[src/rtl/mdu_32bit_if.sv]
// Handshake and HI/LO bus between the execute stage and the multiply/divide unit.
interface mdu_32bit_if #(
    parameter int WIDTH = 32
) ();
    logic             start;
    logic [1:0]       op;
    logic [WIDTH-1:0] a;
    logic [WIDTH-1:0] b;
    logic             mthi;
    logic             mtlo;
    logic [WIDTH-1:0] wdata;
    logic             busy;
    logic             done;
    logic [WIDTH-1:0] hi;
    logic [WIDTH-1:0] lo;

    modport master (
        output start, op, a, b, mthi, mtlo, wdata,
        input  busy, done, hi, lo
    );

    modport slave (
        input  start, op, a, b, mthi, mtlo, wdata,
        output busy, done, hi, lo
    );
endinterface

[src/rtl/mdu_32bit.sv]
// Iterative 32-bit MULT/MULTU/DIV/DIVU unit owning HI/LO, with start/busy/done handshake
// and direct MTHI/MTLO writes. Operands are reduced to magnitudes, sign is fixed up at the end.
module mdu_32bit #(
    parameter int WIDTH = 32,
    parameter int ITER  = 32
) (
    input logic        clk,
    input logic        reset,
    mdu_32bit_if.slave bus
);
    localparam int CW = $clog2(ITER);

    typedef enum logic [1:0] {IDLE, RUN, FIX} state_t;

    state_t               state, state_nxt;
    logic [CW-1:0]        cnt;
    logic                 busy, accept, mt_ok, sgn, last_step;

    logic                 div_p0, neg_q_p0, neg_r_p0;
    logic [WIDTH-1:0]     a_raw_p0, opnd_p0, sh_p0, rem_p0;
    logic [2*WIDTH-1:0]   acc_p0;

    logic [WIDTH:0]       mul_sum, rem_sh, rem_dif;
    logic [2*WIDTH-1:0]   prod;
    logic [WIDTH-1:0]     fix_hi, fix_lo;

    logic                 vld_p1;
    logic [WIDTH-1:0]     hi_p1, lo_p1;

    function automatic logic [WIDTH-1:0] mag(input logic [WIDTH-1:0] v, input logic s);
        return (s && v[WIDTH-1]) ? -v : v;
    endfunction

    function automatic logic [WIDTH-1:0] neg_w(input logic [WIDTH-1:0] v, input logic n);
        return n ? -v : v;
    endfunction

    function automatic logic [2*WIDTH-1:0] neg_2w(input logic [2*WIDTH-1:0] v, input logic n);
        return n ? -v : v;
    endfunction

    assign sgn       = ~bus.op[0];
    assign last_step = (cnt == CW'(ITER - 1));
    assign accept    = bus.start && !busy;
    assign mt_ok     = !bus.start && !busy;

    always_ff @(posedge clk or posedge reset) begin
        if (reset) state <= IDLE;
        else       state <= state_nxt;
    end

    always_comb begin
        state_nxt = state;
        case (state)
            IDLE:    if (accept) state_nxt = RUN;
            RUN:     if (last_step) state_nxt = FIX;
            FIX:     state_nxt = IDLE;
            default: state_nxt = IDLE;
        endcase
    end

    // busy stays high through the write-back cycle after FIX
    always_comb begin
        busy = (state != IDLE) || vld_p1;
    end
    assign bus.busy = busy;

    always_comb begin
        mul_sum = {1'b0, acc_p0[2*WIDTH-1:WIDTH]}
                + (sh_p0[0] ? {1'b0, opnd_p0} : {(WIDTH+1){1'b0}});
        rem_sh  = {rem_p0, sh_p0[WIDTH-1]};
        rem_dif = rem_sh - {1'b0, opnd_p0};
    end

    always_comb begin
        prod   = neg_2w(acc_p0, neg_q_p0);
        fix_hi = prod[2*WIDTH-1:WIDTH];
        fix_lo = prod[WIDTH-1:0];
        if (div_p0) begin
            if (opnd_p0 == '0) begin
                fix_hi = a_raw_p0;
                fix_lo = '1;
            end else begin
                fix_hi = neg_w(rem_p0, neg_r_p0);
                fix_lo = neg_w(sh_p0, neg_q_p0);
            end
        end
    end

    // stage p0: operand latch and one shift-add / shift-subtract step per RUN cycle
    always_ff @(posedge clk) begin
        if (accept) begin
            div_p0   <= bus.op[1];
            neg_q_p0 <= sgn & (bus.a[WIDTH-1] ^ bus.b[WIDTH-1]);
            neg_r_p0 <= sgn & bus.a[WIDTH-1];
            a_raw_p0 <= bus.a;
            opnd_p0  <= bus.op[1] ? mag(bus.b, sgn) : mag(bus.a, sgn);
            sh_p0    <= bus.op[1] ? mag(bus.a, sgn) : mag(bus.b, sgn);
            acc_p0   <= '0;
            rem_p0   <= '0;
        end else if (state == RUN) begin
            if (!div_p0) begin
                acc_p0 <= {mul_sum, acc_p0[WIDTH-1:1]};
                sh_p0  <= sh_p0 >> 1;
            end else begin
                rem_p0 <= rem_dif[WIDTH] ? rem_sh[WIDTH-1:0] : rem_dif[WIDTH-1:0];
                sh_p0  <= {sh_p0[WIDTH-2:0], ~rem_dif[WIDTH]};
            end
        end
    end

    // stage p1: sign-fixed result waiting for write-back
    always_ff @(posedge clk) begin
        if (state == FIX) begin
            hi_p1 <= fix_hi;
            lo_p1 <= fix_lo;
        end
    end

    always_ff @(posedge clk or posedge reset) begin
        if (reset) begin
            cnt    <= '0;
            vld_p1 <= 1'b0;
            bus.done <= 1'b0;
            bus.hi <= '0;
            bus.lo <= '0;
        end else begin
            if (accept)             cnt <= '0;
            else if (state == RUN)  cnt <= cnt + CW'(1);
            vld_p1   <= (state == FIX);
            bus.done <= vld_p1;
            if (vld_p1) begin
                bus.hi <= hi_p1;
                bus.lo <= lo_p1;
            end else if (mt_ok) begin
                if (bus.mthi) bus.hi <= bus.wdata;
                if (bus.mtlo) bus.lo <= bus.wdata;
            end
        end
    end
endmodule

[src/flat_wrapper.sv]
// flat-port wrapper written by rule: the top's interface ports become plain ports
module mdu_32bit_flat 
#(
    parameter int WIDTH = 32,
    parameter int ITER  = 32
)
  (clk, reset, bus_start, bus_op, bus_a, bus_b, bus_mthi, bus_mtlo, bus_wdata, bus_busy, bus_done, bus_hi, bus_lo);
  mdu_32bit_if #(.WIDTH(WIDTH)) bus_i ();
  input logic clk;
  input logic reset;
  input wire logic [$bits(bus_i.start)-1:0] bus_start;
  input wire logic [$bits(bus_i.op)-1:0] bus_op;
  input wire logic [$bits(bus_i.a)-1:0] bus_a;
  input wire logic [$bits(bus_i.b)-1:0] bus_b;
  input wire logic [$bits(bus_i.mthi)-1:0] bus_mthi;
  input wire logic [$bits(bus_i.mtlo)-1:0] bus_mtlo;
  input wire logic [$bits(bus_i.wdata)-1:0] bus_wdata;
  output wire logic [$bits(bus_i.busy)-1:0] bus_busy;
  output wire logic [$bits(bus_i.done)-1:0] bus_done;
  output wire logic [$bits(bus_i.hi)-1:0] bus_hi;
  output wire logic [$bits(bus_i.lo)-1:0] bus_lo;
  assign bus_i.start = bus_start;
  assign bus_i.op = bus_op;
  assign bus_i.a = bus_a;
  assign bus_i.b = bus_b;
  assign bus_i.mthi = bus_mthi;
  assign bus_i.mtlo = bus_mtlo;
  assign bus_i.wdata = bus_wdata;
  assign bus_busy = bus_i.busy;
  assign bus_done = bus_i.done;
  assign bus_hi = bus_i.hi;
  assign bus_lo = bus_i.lo;
  mdu_32bit #(.WIDTH(WIDTH), .ITER(ITER)) u_core (.clk(clk), .reset(reset), .bus(bus_i));
endmodule
[config.mk]
export PLATFORM = sky130hd
export DESIGN_NAME = mdu_32bit_flat
export DESIGN_NICKNAME = d
export VERILOG_FILES = /design/src/rtl/mdu_32bit_if.sv /design/src/rtl/mdu_32bit.sv /design/src/flat_wrapper.sv
export SDC_FILE = /design/constraint.sdc
export NUM_CORES = 1
export LEC_CHECK = 0
export BUFFER_PORTS_ARGS = -buffer_cell sky130_fd_sc_hd__buf_2
export CORE_AREA = 2 2 237 239
export DETAILED_ROUTE_END_ITERATION = 12
export DIE_AREA = 0 0 239 241
export HOLD_SLACK_MARGIN = 0.03
export PLACE_DENSITY_LB_ADDON = 0.12
export SKIP_CTS_REPAIR_TIMING = 1
export SLEW_MARGIN = 20
export SYNTH_ARGS = -nofsm -noshare
export SYNTH_HDL_FRONTEND = slang
export SYNTH_SLANG_ARGS = --single-unit
[constraint.sdc]
create_clock -name clk -period 7.6 [get_ports clk]
set_clock_uncertainty 0.2 [all_clocks]
set_input_delay 1.14 -clock clk [delete_from_list [all_inputs] [get_ports clk]]
set_output_delay 1.14 -clock clk [all_outputs]
set_load 0.02 [all_outputs]
# ---- Yosys cells after proc, flatten, opt, wreduce, memory -nomap -nowiden
# Cells that the tools add are included.
# W data, S select, Z words.
dict set report classes {
  muxes 27
  n_reduce_logical 19
  add_sub_neg 8
  eq_ne 5
  bitwise_logic 6
}
# operator n
set ops {}
lappend ops {{$mux W32} 21}
lappend ops {{$neg A32 Y32} 4}
lappend ops {{$mux W64} 1}
lappend ops {{$neg A64 Y64} 1}
lappend ops {{$add A32 B33 Y33} 1}
lappend ops {{$sub A33 B32 Y33} 1}
lappend ops {{$logic_not A32 Y1} 1}
lappend ops {{$mux W5} 2}
lappend ops {{$reduce_and A2 Y1} 5}
lappend ops {{$reduce_bool A2 Y1} 5}
lappend ops {{$add A5 B1 Y5 const B} 1}
lappend ops {{$eq A5 B5 Y1 const B} 1}
lappend ops {{$logic_and A1 B1 Y1} 4}
lappend ops {{$mux W2} 2}
lappend ops {{$ne A2 B1 Y1 const B} 2}
lappend ops {{$pmux W2 S2} 1}
lappend ops {{$not A1 Y1} 3}
lappend ops {{$and A1 B1 Y1} 2}
lappend ops {{$eq A2 B1 Y1 const B} 1}
lappend ops {{$eq A2 B2 Y1 const B} 1}
lappend ops {{$logic_not A1 Y1} 2}
lappend ops {{$logic_not A2 Y1} 1}
lappend ops {{$logic_or A1 B1 Y1} 1}
lappend ops {{$xor A1 B1 Y1} 1}
dict set report totals {
  wordCells 81
  output_inout_bits 66
  ff_bits 332
}

# ---- Logic depth before layout (Yosys ltp)
# Gate-level depths: netlist of run 1.
dict set report logic_depth {
  word_depth 6
  mapped_depth 13
  ltp_nobuf 12
}

# ---- Least setup slack after synthesis of run 1
# No wires, ideal clock.
dict set report synth_path {
  path_type {input-to-reg}
  start {input port bus_start}
  end {register u_core.a_raw_p0[0], enable pin}
  slack_ps 3238
  required_time_ps 6942
  path_stages 4
  setup_time_ps 458
  t_arrival_ps 3704
  path_cell_list {nand2_1 -> inv_1 -> clkbuf_1 -> clkbuf_1}
}
dict set report synth_between {
  elab_chain_cells 1
}
# item line
set synth_rtl {}
lappend synth_rtl {{start: declaration} flat_wrapper.sv:11} ;# input wire logic [$bits(bus_i.start)-1:0] bus_start;
lappend synth_rtl {{$logic_and A1 B1 Y1} mdu_32bit.sv:44} ;# assign accept = bus.start && !busy;
lappend synth_rtl {{via u_core.accept} mdu_32bit.sv:17} ;# logic busy, accept, mt_ok, sgn, last_step;
lappend synth_rtl {{end signal: assignment} mdu_32bit.sv:96} ;# a_raw_p0 <= bus.a;
lappend synth_rtl {{end: declaration} mdu_32bit.sv:20} ;# logic [WIDTH-1:0] a_raw_p0, opnd_p0, sh_p0, rem_p0;
# The timed path passes the listed nets, and every way through them passes these cells.
# A chain may end at the register's enable or synchronous reset.

# ---- Final worst setup path of run 1
dict set report layout_path {
  start {register u_core.sh_p0[0]}
  end {register u_core.acc_p0[58]}
}
dict set report layout_between {
  elab_chain_cells 2
}
# item line
set layout_rtl {}
lappend layout_rtl {{start: declaration} mdu_32bit.sv:20}
lappend layout_rtl {{start signal: assignment} mdu_32bit.sv:98} ;# sh_p0 <= bus.op[1] ? mag(bus.a, sgn) : mag(bus.b, sgn);
lappend layout_rtl {{start signal: assignment} mdu_32bit.sv:104} ;# sh_p0 <= sh_p0 >> 1;
lappend layout_rtl {{start signal: assignment} mdu_32bit.sv:107} ;# sh_p0 <= {sh_p0[WIDTH-2:0], ~rem_dif[WIDTH]};
lappend layout_rtl {{$mux W32} mdu_32bit.sv:70} ;# + (sh_p0[0] ? {1'b0, opnd_p0} : {(WIDTH+1){1'b0}});
lappend layout_rtl {{$add A32 B33 Y33} mdu_32bit.sv:70}
lappend layout_rtl {{end signal: assignment} mdu_32bit.sv:103} ;# acc_p0 <= {mul_sum, acc_p0[WIDTH-1:1]};
lappend layout_rtl {{end: declaration} mdu_32bit.sv:21} ;# logic [2*WIDTH-1:0] acc_p0;
# No other way between the ends.

==> results of run 1 <==
final timing paths:
check                           cells after the start                 to  slack, ns
worst max-delay path                               12  u_core.acc_p0[58]       3.36
worst min-delay path                                2   u_core.bus.hi[6]       0.25
worst max register to register                     12  u_core.acc_p0[58]       3.36
worst min register to register                      2   u_core.bus.hi[6]       0.25
max in group asynchronous                           3      u_core.vld_p1       5.86
min in group asynchronous                           3    u_core.bus.done       0.65
state kept, by name, summed over array words and instances, names as in the netlist, 2 cells and up:
name,cells
u_core.bus.hi,32
u_core.sh_p0,32
u_core.a_raw_p0,32
u_core.cnt,5
u_core.lo_p1,32
u_core.rem_p0,32
u_core.acc_p0,64
u_core.bus.lo,32
u_core.opnd_p0,32
u_core.hi_p1,32
u_core.state,2
power groups by stage:
stage          Combinational [mW]  Clock, mW  Sequential, mW
2_1_floorplan                3.82          0            3.32
3_5_place_dp                 5.52          0            3.41
4_1_cts                      5.55       2.06            3.37
5_1_grt                      6.16       2.15            3.46
6_report                     5.60       2.02            3.39
3_3_place_gp                 5.47          0            3.39
stage by stage:
step | instances | setup slack, ns | power (mW)
6_report | 3327 | 3.36 | 11.0
3_3_place_gp | 3252 | 3.33 | 8.86
4_1_cts | 3327 | 3.43 | 11.0
3_5_place_dp | 3252 | 3.31 | 8.93
2_1_floorplan | 2496 | 3.24 | 7.14
5_1_grt | 3327 | 3.01 | 11.8
worst min-delay path: stages, from the launching register on:
cell      delay, ns
edfxtp_1       0.31
nand2_1        0.05
o21ai_0        0.06
logic make-up after synthesis:
kind of cell,synth area share [%]
AND/OR/NAND/NOR,17.3
flip-flops,39.7
adder cells (fa/ha/maj),4.26
buffers and inverters,3.47
multiplexers,7.33
AO/OA/AOI/OAI,18.9
XOR/XNOR,9.05
cell type report:
class | instances | area (um^2) | share of cell area, %
Clock buffer | 51 | 1090 | 4.46
Tap cell | 704 | 881 | 3.59
Inverter | 67 | 256 | 1.04
Multi-Input combinational cell | 1964 | 12400 | 50.5
Clock inverter | 24 | 285 | 1.16
Timing Repair Buffer | 185 | 981 | 4.00
Sequential cell | 332 | 8650 | 35.2
per-layer routing:
layer | global-route usage (%) | vias to the layer above | part of all wire (%)
met3 | 4.45 | 127 | 7.1
met5 | 0 | - | 0.013
met2 | 39.6 | 721 | 43
met4 | 9.07 | 2 | 3.5
met1 | 36.5 | 9243 | 46
li1 | - | 9194 | -
cells in the mapped netlist (19+ instances only):
cell type  number  share of area (%)
a211oi_1       24               0.83
a21o_1         28               0.97
a21oi_1       223                5.1
a31oi_1        21               0.60
buf_1          21               0.36
clkbuf_1      110                1.9
dfrtp_1        73                8.4
dfxtp_1        96                8.8
edfxtp_1      163                 22
ha_1           71                4.1
inv_1          67                1.2
mux2i_1       155                7.1
nand2_1       347                6.0
nand2b_1       25               0.72
nand3_1        41               0.94
nand4_1        19               0.55
nor2_1        212                3.7
nor3_1         39               0.90
nor4_1         35                1.0
o21ai_0       236                5.4
o31ai_1        35                1.2
o41ai_1        19               0.76
or3_1          20               0.57
or4_1          23               0.79
xnor2_1       134                5.4
xor2_1         91                3.7
==> impl_metrics.toml, run 1 <==
[clocking]
clockRootBuffer = "clkbuf_16"
clkSlewWorstSetupHoldPaths_ns = 0.06
cts.sinks = 332
cts_tree = "built"
clk_latency_ns = 0.58
numCtsBuffers = 41
clock_path_buffers = 3
h-tree-depth = 2

[layout]
syn_to_final_growth_pct = 12.7
final_area_mm2 = 0.0245
fillers = 5436
final_cell_mix = "nand2_1, o21ai_0, a21oi_1"
final_nets = 2767
utilization_pct = 44.7
diodes = 0
drive_above_1_share_pct = 11.0
mostFrequentLayoutCell = "nand2_1"

[place]
numPortBuffers = 168
dp_hpwl_um = 57000
gp_congestion = 0.955
placed_cell_area_mm2 = 0.0232

[logic_synthesis]
ys_ff_latch = 332
synth.avg_cell_area_um2 = 8.72
synth_cells = 2496
ys.flop_type = "edfxtp_1"
synth_edf_count = 163
ys_async_sr_fraction_pct = 22.0
synth-seq-area-share_pct = 39.7
synth_nets = 2672
synth_cell_types = 77
syn-cell-area_mm2 = 0.0218
yosys_warnings = 0

[power]
pwr_density_cell_mw_per_mm2 = 449
clock_power_share_pct = 18.4
p_seq_share_pct = 30.8
p_leak_nw = 10.1
combinationalPowerShare_pct = 50.8
p_int_mw = 5.94
swShare_pct = 46.1
power.switching_mw = 5.08
vdd_drop_max_uv = 246

[outcome]
status = "finished, final reports clean"

[floorplan]
dieArea_mm2 = 0.0576
initial_utilization_pct = 39.7
ioPinCount = 169
core-area_mm2 = 0.0549
rows = 86
die_x_um = 239
die_y_um = 241

[critical_path]
crit_top_cell = "o21ai_0"
cp_cell_sequence = "inv_1 -> buf_4 -> nor2_1 -> ha_1 -> a211oi_1 -> o211ai_1 -> a41oi_1 -> o21ai_0 -> a31oi_1 -> o21ai_0 -> nor4b_1 -> o31a_1"
path_max_fanout = 30
cp_top_family = "compound AO/OA/AOI/OAI gates"
cp.buffers_inverters = 2
arrival_ns = 4.50
worstSetupEndpointType = "register"
worstPathRequired_ns = 7.86
max_stage_delay_ns = 0.51
r2r_start = "u_core.sh_p0[0]"
crit_start = "u_core.sh_p0[0]"
setup.worst_path.class = "register to register"
cpMaxStageDelayCell = "a31oi_1"
startpoint_type = "register"

[sta]
relSlewSlack_pct = 28.9
setup_tns_ns = 0
rsz0062_at_grt = "false"
hold_viol = 0
tightestPinTransition_ns = 1.06
fin_crit_ns = 4.24
hold-worst-slack_ns = 0.252
fmax_ghz = 0.236
finalSetupViolCount = 0
period_share_pct = 55.8
maxSlewViolCount = 0

[drt]
firstDrtPassIters = 5
drt-total-wl_um = 75700
vias_per_cell = 5.80
vias = 19300
ant_nets = 0
drc = 0
wl_per_cell_um = 22.8
drt-initial-drc-count = 1516

[grt]
grt_pass1_vias = 17900
grt_usage_pct = 25.8
grt_pass1_wl_um = 112000
grt_max_degree = 140
antenna_found_initial = 1
gr-total-overflow = 0

[worst_hold_path]
worstHoldStart = "u_core.hi_p1[6]"
hp-class = "register to register"

[flow_run]
cap_violations = 0
No activity file was read; power rests on OpenSTA's default activity.
==> run 2, diff against run 1 <==
Clock period 7.6 ns to 3.85 ns, I/O delays scaled along.
==> run 2 against run 1 <==
  * The run now ends with negative hold slack left
  * Largest power group unchanged
  * Highest routed layer is now met4
  * Critical path type unchanged
  * Critical endpoint is now u_core.acc_p0[59]
  * Clock power grew 94%
  * Sequential share of layout area down 0.59 points
  * Largest cell class unchanged
  * Power is 100% higher
==> impl_metrics.toml, run 2 (synthesized netlist as in run 1, its figures left out) <==
[outcome]
status = "complete, but fails checks"
violations = "negative hold slack"

[layout]
mostFrequentLayoutCell = "nand2_1"
final_nets = 2817
final_cell_mix = "nand2_1, o21ai_0, a21oi_1"
syn_to_final_growth_pct = 14.7
fin_cells = 3377
largest_reg_flops = 64
top_register = "u_core.acc_p0"
drive_above_1_share_pct = 12.8
diodes = 0

[place]
placedCellCount = 3303
pre_cts_slack_ns = 0.233
gp_congestion = 0.950
dp_hpwl_um = 58300
numPortBuffers = 168

[critical_path]
cp.buffers_inverters = 1
cp_top_family = "compound AO/OA/AOI/OAI gates"
r2r_cells = 12
r2r_start = "u_core.sh_p0[0]"
startpoint_type = "register"
r2r_setup_slack_ns = 0.25
arrival_ns = 3.86
path_max_fanout = 7
worstPathRequired_ns = 4.11
setup.worst_path.class = "register to register"
max_stage_delay_ns = 0.45
cp_cell_sequence = "and2_1 -> ha_1 -> inv_1 -> fa_1 -> nand2b_1 -> a211oi_1 -> o211a_1 -> o211a_1 -> o21ai_0 -> o21ai_0 -> mux2i_1 -> nor2_1"
r2r_end = "u_core.acc_p0[59]"
cpMaxStageDelayCell = "edfxtp_1"
worstSetupEndpointType = "register"

[grt]
grt_max_degree = 97
grt_usage_pct = 25.7
gr-total-overflow = 0
grt_pass1_wl_um = 112000
antenna_found_initial = 1
grt_pass1_vias = 18200

[floorplan]
ioPinCount = 169
rows = 86
core-area_mm2 = 0.0549
die_y_um = 241
dieArea_mm2 = 0.0576
die_x_um = 239
initial_utilization_pct = 39.7

[power]
vdd_drop_max_uv = 388
p_leak_nw = 10.3
pwr_density_cell_mw_per_mm2 = 883

[drt]
vias = 19400
ant_nets = 0
drt-initial-drc-count = 1653
drt-total-wl_um = 75300
wl_per_cell_um = 22.3
firstDrtPassIters = 5
drc = 0
vias_per_cell = 5.73

[sta]
relSlewSlack_pct = 28.1
hold_viol = 1
maxSlewViolCount = 0
tightestPinTransition_ns = 1.08
fin_ws_ns = 0.252
finalSetupViolCount = 0
rsz0062_at_grt = "false"
fmax_ghz = 0.278
fin_crit_ns = 3.60
setup_tns_ns = 0
hold-worst-slack_ns = -0.00390
period_share_pct = 93.4

[clocking]
numCtsBuffers = 40
cts_tree = "built"
h-tree-depth = 2
clockRootBuffer = "clkbuf_16"
clk_latency_ns = 0.57
cts.sinks = 332
clkSlewWorstSetupHoldPaths_ns = 0.06
clock_path_buffers = 3

[worst_hold_path]
hp-class = "input pin to asynchronous set/reset pin"

[flow_run]
cap_violations = 0
==> run 2: through the flow <==
stage	utilization, %	power, mW	cell area [um^2]	hold WS, ns
5_1_grt	45.5	23.6	25000	0.0380
4_1_cts	45.5	22.0	25000	0.0231
2_1_floorplan	-	14.1	21800	0.191
3_3_place_gp	43.0	17.9	23600	0.245
6_report	45.5	22.0	25000	-0.00390
3_5_place_dp	43.0	18.0	23600	0.238
==> run 2: area by class of cell <==
cell class	instances	area, um^2
clock buffers	52	1080
clock inverters	22	269
fillers	5462	29900
inverters	67	256
multi-input cells	1964	12400
flip-flops and latches	332	8650
well taps	704	881
repair buffers	236	1430
==> run 2: metal layers <==
layer  up-vias  track usage [%]  wire, um
met5         -                0         0
met4         0             8.52      2520
met3       116             4.82      5220
met2       674             40.1     32900
met1      9253             35.9     34600
li1       9309                -         -
==> run 2: how the worst max path moves through the flow <==
stage / from / to / slack, ns / cells after the start
final: u_core.sh_p0[0] / u_core.acc_p0[59] / 0.25 / 12
after CTS: u_core.sh_p0[31] / u_core.rem_p0[19] / 0.22 / 13
after global placement: u_core.sh_p0[31] / u_core.rem_p0[19] / 0.23 / 13
after global routing: u_core.sh_p0[0] / u_core.acc_p0[63] / 0.04 / 12
after floorplan: u_core.sh_p0[0] / u_core.acc_p0[58] / 0.49 / 12
after detailed placement: u_core.sh_p0[31] / u_core.rem_p0[19] / 0.23 / 13
==> run 2: worst register-to-register path: stages, from the launching register on <==
cell and delay [ns]:
edfxtp_1 0.45, and2_1 0.19, ha_1 0.23, inv_1 0.07
fa_1 0.39, nand2b_1 0.21, a211oi_1 0.41, o211a_1 0.29
o211a_1 0.21, o21ai_0 0.19, o21ai_0 0.38, mux2i_1 0.23
nor2_1 0.06
==> run 2: power breakdown <==
| group | leakage (nW) | internal [mW] | switching [mW] | total [mW] |
|---|---|---|---|---|
| registers | 3.18 | 5.12 | 1.37 | 6.49 |
| logic | 6.51 | 4.61 | 7.02 | 11.6 |
| clock network | 0.647 | 2.33 | 1.59 | 3.92 |
| total | 10.3 | 12.1 | 9.99 | 22.0 |
